**src/rtl/screen_sequencer.sv**
```systemverilog
// Screen-mode sequencer: title/flash loop, black clear, play, game-over hold.
// Each show strobe is held for exactly one frame so the drawer stays frame-aligned.
module screen_sequencer #(
    parameter int PIXELS       = 19200,
    parameter int FLASH_PERIOD = 12500000,
    parameter int HOLD_CYCLES  = 100000000
) (
    input  logic clk,
    input  logic rst,
    input  logic start,
    input  logic game_over,
    output logic showTitle,
    output logic flash,
    output logic showBlack,
    output logic showGameOver,
    output logic plot,
    output logic game_enable,
    output logic draw_done
);

    // state   | meaning
    // T_DRAW  | drawing title frame
    // T_IDLE  | title shown, waiting for flash redraw
    // F_DRAW  | drawing flash frame (red suppressed)
    // F_IDLE  | flash shown, waiting for title redraw
    // B_DRAW  | clearing screen before play
    // PLAYING | game logic enabled
    // G_DRAW  | drawing game-over fill
    // G_HOLD  | game-over screen held
    typedef enum logic [2:0] {
        T_DRAW, T_IDLE, F_DRAW, F_IDLE, B_DRAW, PLAYING, G_DRAW, G_HOLD
    } state_t;

    localparam logic [14:0] PIX_LAST   = 15'(PIXELS - 1);
    localparam logic [26:0] FLASH_LAST = 27'(FLASH_PERIOD - 1);
    localparam logic [26:0] HOLD_LAST  = 27'(HOLD_CYCLES - 1);

    state_t      r_state, w_next;
    logic [14:0] r_pix_cnt;
    logic [26:0] r_timer;
    logic        r_start_q, r_start_pend, r_draw_done;
    logic        w_draw, w_idle, w_last, w_edge, w_title_phase, w_start_req, w_expire;

    assign w_draw        = (r_state == T_DRAW) || (r_state == F_DRAW) ||
                           (r_state == B_DRAW) || (r_state == G_DRAW);
    assign w_idle        = (r_state == T_IDLE) || (r_state == F_IDLE) || (r_state == G_HOLD);
    assign w_last        = w_draw && (r_pix_cnt == PIX_LAST);
    assign w_edge        = start & ~r_start_q;
    assign w_title_phase = (r_state == T_DRAW) || (r_state == T_IDLE) ||
                           (r_state == F_DRAW) || (r_state == F_IDLE);
    // A same-cycle edge counts as pending so idle-state start latency is one cycle.
    assign w_start_req   = r_start_pend | w_edge;
    assign w_expire      = (r_state == G_HOLD) ? (r_timer == HOLD_LAST) : (r_timer == FLASH_LAST);

    always_comb begin
        w_next       = r_state;
        showTitle    = 1'b0;
        flash        = 1'b0;
        showBlack    = 1'b0;
        showGameOver = 1'b0;
        plot         = 1'b0;
        game_enable  = 1'b0;
        case (r_state)
            T_DRAW: begin
                showTitle = 1'b1;
                plot      = 1'b1;
                if (w_last) w_next = w_start_req ? B_DRAW : T_IDLE;
            end
            T_IDLE: begin
                if (w_start_req)   w_next = B_DRAW;
                else if (w_expire) w_next = F_DRAW;
            end
            F_DRAW: begin
                flash = 1'b1;
                plot  = 1'b1;
                if (w_last) w_next = w_start_req ? B_DRAW : F_IDLE;
            end
            F_IDLE: begin
                if (w_start_req)   w_next = B_DRAW;
                else if (w_expire) w_next = T_DRAW;
            end
            B_DRAW: begin
                showBlack = 1'b1;
                plot      = 1'b1;
                if (w_last) w_next = PLAYING;
            end
            PLAYING: begin
                game_enable = 1'b1;
                if (game_over) w_next = G_DRAW;
            end
            G_DRAW: begin
                showGameOver = 1'b1;
                plot         = 1'b1;
                if (w_last) w_next = G_HOLD;
            end
            G_HOLD: begin
                if (w_expire) w_next = T_DRAW;
            end
            default: w_next = T_DRAW;
        endcase
    end

    assign draw_done = r_draw_done;

    always_ff @(posedge clk or posedge rst) begin
        if (rst) begin
            r_state      <= T_DRAW;
            r_pix_cnt    <= '0;
            r_timer      <= '0;
            r_start_q    <= 1'b0;
            r_start_pend <= 1'b0;
            r_draw_done  <= 1'b0;
        end else begin
            r_state     <= w_next;
            r_start_q   <= start;
            r_draw_done <= w_last;
            r_pix_cnt   <= (w_draw && !w_last) ? r_pix_cnt + 15'd1 : '0;
            // Timer is zero whenever an idle state is entered and counts while it is held.
            r_timer     <= (w_idle && (w_next == r_state)) ? r_timer + 27'd1 : '0;
            if (w_next == B_DRAW)
                r_start_pend <= 1'b0;
            else if (w_edge && w_title_phase)
                r_start_pend <= 1'b1;
        end
    end

endmodule

```
**config.mk**
```make
export PLATFORM = sky130hd
export DESIGN_NAME = screen_sequencer
export DESIGN_NICKNAME = d
export VERILOG_FILES = /design/src/rtl/screen_sequencer.sv
export SDC_FILE = /design/constraint.sdc
export NUM_CORES = 1
export LEC_CHECK = 0
export BUFFER_PORTS_ARGS = -buffer_cell sky130_fd_sc_hd__buf_2
export CAP_MARGIN = 20
export CORE_MARGIN = 2
export CORE_UTILIZATION = 53
export CTS_CLUSTER_DIAMETER = 30
export CTS_CLUSTER_SIZE = 14
export DETAILED_ROUTE_END_ITERATION = 8
export PLACE_DENSITY_LB_ADDON = 0.08
export SLEW_MARGIN = 10
export SYNTH_ARGS = -nofsm -noshare
export SYNTH_HDL_FRONTEND = slang
export SYNTH_SLANG_ARGS = --single-unit
```
**constraint.sdc**
```tcl
create_clock -name clk -period 5.7 [get_ports clk]
set_input_delay 0.855 -clock clk [delete_from_list [all_inputs] [get_ports clk]]
set_output_delay 0.855 -clock clk [all_outputs]
set_load 0.02 [all_outputs]
```
==> summary by stage <==
Run status
The flow ran to the end, and the final reports show no timing, DRC or antenna violations.

Drt
The length of the first detailed-routing pass in iterations is 5. The via count normalized by instance count is 5.79. The routed layout has 1830 vias. The routed length per instance is 15.5 um. After detailed routing, the number of remaining DRC violations is 0. The iteration-0 DRC count of the detailed router is 193. The detail route stage leaves a number of antenna-violating nets equal to 0. The routed design has 4910 um of wire.

Worst setup path
The number of buffers and inverters on the critical path is 0. The worst setup path is launched from a register. The worst endpoint required time is 5880 ps. In this design, the stage delay of the slowest critical-path cell is 640 ps. STA classifies the critical path endpoint as a register. The arrival time reported for the critical path endpoint is 3030 ps. Traced cell by cell, the critical path runs through or4b_4, nor4_2, nor2_1, o221ai_4, o311ai_2, o32a_1. The largest individual stage delay along the critical path comes from the cell sky130_fd_sc_hd__o221ai_4. The worst setup path is of the register to register kind. Along the worst path, the maximum fanout reaches 28. The largest delay contributor family on the critical path is compound AO/OA/AOI/OAI gates.

STA
The clock period minus final worst setup slack is 2850 ps. Once routing completed, OpenROAD measured the worst setup slack at 2850 ps. The number of hold-slack violations in the final timing report is 0. Setup repair after global routing left no endpoint under its margin.

Summed over all failing endpoints, the final setup total negative slack is 0 ps. The number of max-slew violations in the final report is 0. Headroom to the max-slew limit came out at 46.3%. The number of setup violations in the final report is 0.

The measured slew at the worst slew-check pin is 806 ps. The clock arrives with 4.93 ps of skew. Derived from the worst setup path, the maximum achievable clock frequency is 351 MHz. The final worst-path cycle share is 50.0%.

Synth
The share of the synthesized area in the top cell type is 49.5%. The cell type with the highest aggregate area in the netlist is sky130_fd_sc_hd__dfrtp_1. In this run the mean area of a mapped cell was 9.68 um^2. Sorting the synthesized cells by area gives the leading types as sky130_fd_sc_hd__dfrtp_1 (49%), sky130_fd_sc_hd__xor2_1 (7.9%), sky130_fd_sc_hd__nor2_1 (7.7%). The most instantiated flip-flop cell in the synthesis netlist is sky130_fd_sc_hd__dfrtp_1.

The number of warnings printed during yosys synthesis is 0. The post-synthesis instance total is 251. The cell area that synthesis handed to floorplanning was 2430 um^2.

The part of the Yosys area used for sequential elements is 49.5%. The total of flip-flops plus latches after synthesis is 48. The proportion of synthesized flip-flops having asynchronous set or reset is 100%. The number of nets handed over by synthesis was 257.

Yosys mapped a number of flops with a built-in enable equal to 0. The netlist uses 36 different library cells.

Global routing
The first global-routing pass estimated 8580 um of wire. The number of antenna violations at the first check in global routing is 0. Global routing consumed, over all layers together, 21.4% of the routing resources. The global route total overflow is 0. The via count of the first global-routing pass is 1840. Entering global routing, the biggest net connects 49 pins.

Floorplan
The die is 71.7 um wide. Once the floorplan was initialized, standard cells occupied 55.4% of the core. The number of placement rows is 24. The die height is 71.7 um.

The floorplan step defined a die boundary enclosing 5140 um^2. The count of pins on the block boundary is 11. The core region area is 4380 um^2.

Power and ir drop
The ratio of total power to cell area is 267 nW/um^2. The static leakage is 1.08 nW. The total power after layout is 700 uW.

IR analysis of the VDD net gives a maximum drop of 157 uV.

Place
During placement, the flow inserted port buffers numbering 10. The placed wire-length estimate is 3390 um. The worst-case setup slack after placement is 2860 ps. The congestion estimate from routability-driven global placement came to 0.808.

Including well taps, the total number of placed cells is 308.

Clocking
In this run the clock root is driven by a sky130_fd_sc_hd__clkbuf_8. The number of buffers on the longest clock path is 2. The clock tree from TritonCTS is built.

The number of clock sinks is 48. The number of buffers added by the clock tree synthesis step is 5. The number of buffers inserted by post-CTS setup repair is 0.

The number of gates given a new drive strength after cts is 0. The total of hold buffers inserted after clock tree synthesis is 0. The H-tree was split into 2 levels. The clock-pin transition on the worst setup and hold timing paths is 80 ps. The latest clock arrival within the worst-skew pair is 290 ps.

Final layout
0 antenna diodes ended up in the layout. The final-layout fill cell count is 380. The library cell used most frequently in the layout, excluding fill and tap cells, is sky130_fd_sc_hd__nor2_1.

Leaving out fill and tap cells, the most frequent cells in the layout are sky130_fd_sc_hd__nor2_1 (50), sky130_fd_sc_hd__dfrtp_1 (48), sky130_fd_sc_hd__nand3_1 (22), sky130_fd_sc_hd__xor2_1 (22). The final net count is 270. The area used by multi-input combinational logic is 1180 um^2. The share of final-layout standard cells stronger than drive strength 1 is 8.71%. The count of non-filler cells in the finished layout is 316. Measured on the finished design, the core utilization comes to 59.8%.

Across the whole layout, storage elements account for 1200 um^2. Compared with the post-synthesis result, the final layout area differs by 7.99%.

Hold path
The worst hold-check path type is register to register.

Job
The count of maximum capacitance violations is 0.
-- Yosys cell counts, types with 2 or more instances --
master / n
sky130_fd_sc_hd__and2_1: 2
sky130_fd_sc_hd__o21ai_0: 3
sky130_fd_sc_hd__nor3_1: 6
sky130_fd_sc_hd__nand3_1: 22
sky130_fd_sc_hd__nand2_1: 14
sky130_fd_sc_hd__nand4_1: 10
sky130_fd_sc_hd__nor4_1: 2
sky130_fd_sc_hd__a21oi_1: 5
sky130_fd_sc_hd__or3_1: 3
sky130_fd_sc_hd__xnor2_1: 14
sky130_fd_sc_hd__ha_1: 2
sky130_fd_sc_hd__dfrtp_1: 48
sky130_fd_sc_hd__and3_1: 12
sky130_fd_sc_hd__and4_1: 2
sky130_fd_sc_hd__inv_1: 8
sky130_fd_sc_hd__xor2_1: 22
sky130_fd_sc_hd__nor2_1: 50
sky130_fd_sc_hd__a21o_1: 2
sky130_fd_sc_hd__nor4bb_1: 3
sky130_fd_sc_hd__clkbuf_1: 5
-- worst paths after layout --
path | depth (start not counted) | end | slack, ps | startpoint
worst max-delay path | 6 | r_start_pend | 2850 | r_timer[10]
max in group asynchronous | 3 | r_timer[13] | 4690 | rst
min in group asynchronous | 2 | r_pix_cnt[9] | 520 | rst
worst min register to register | 1 | r_timer[0] | 480 | r_timer[0]
worst min-delay path | 1 | r_timer[0] | 480 | r_timer[0]
worst max register to register | 6 | r_start_pend | 2850 | r_timer[10]
-- per-layer routing --
| layer | share of wire (%) | routed length (um) | up-vias | track usage, % |
|---|---|---|---|---|
| met2 | 46 | 2260 | 56 | 32.8 |
| li1 | - | - | 897 | - |
| met3 | 5.3 | 262 | 10 | 5.20 |
| met4 | 1.8 | 87 | 0 | 9.22 |
| met5 | 0 | 0 | - | 0 |
| met1 | 47 | 2310 | 867 | 29.0 |
-- metrics by stage --
step	hold slack (ps)	cell area [um^2]
global route	519	2620
finish	480	2620
floorplan	448	2430
CTS	486	2600
detailed placement	474	2520
global placement	471	2520
-- logic make-up (layout without fill, tap and decap cells) --
family,after synthesis,in the layout,synth area share (%)
compound gates,18,18,6.39
xor+xnor,36,36,13.0
fa+ha+maj,2,2,1.03
buf+inv,13,26,2.01
flops,48,48,49.5
simple gates,134,134,28.1
-- area by class of cell --
| class | count | share of cell area (%) |
|---|---|---|
| Clock buffer | 6 | 2.77 |
| Timing Repair Buffer | 11 | 2.67 |
| Clock inverter | 1 | 0.191 |
| Inverter | 8 | 1.15 |
| Sequential cell | 48 | 45.8 |
| Tap cell | 52 | 2.48 |
| Multi-Input combinational cell | 190 | 44.9 |
-- report_power, final --
group	switching [mW]	internal, mW	total (mW)	leakage, nW
Sequential	0.0371	0.370	0.408	0.641
Clock	0.105	0.0836	0.189	0.0410
Combinational	0.0583	0.0457	0.104	0.394
-- state kept, by name, summed over array words and instances (netlist names) --
register and cells:
r_start_q 1, draw_done 1, r_state 3, r_start_pend 1, r_timer 27, r_pix_cnt 15
-- worst reg2reg max path: stages (launching register included) --
cell and delay, ps:
sky130_fd_sc_hd__dfrtp_1 460, sky130_fd_sc_hd__or4b_4 580, sky130_fd_sc_hd__nor4_2 340, sky130_fd_sc_hd__nor2_1 120
sky130_fd_sc_hd__o221ai_4 640, sky130_fd_sc_hd__o311ai_2 230, sky130_fd_sc_hd__o32a_1 370
Power figures use the tool's default switching activity.
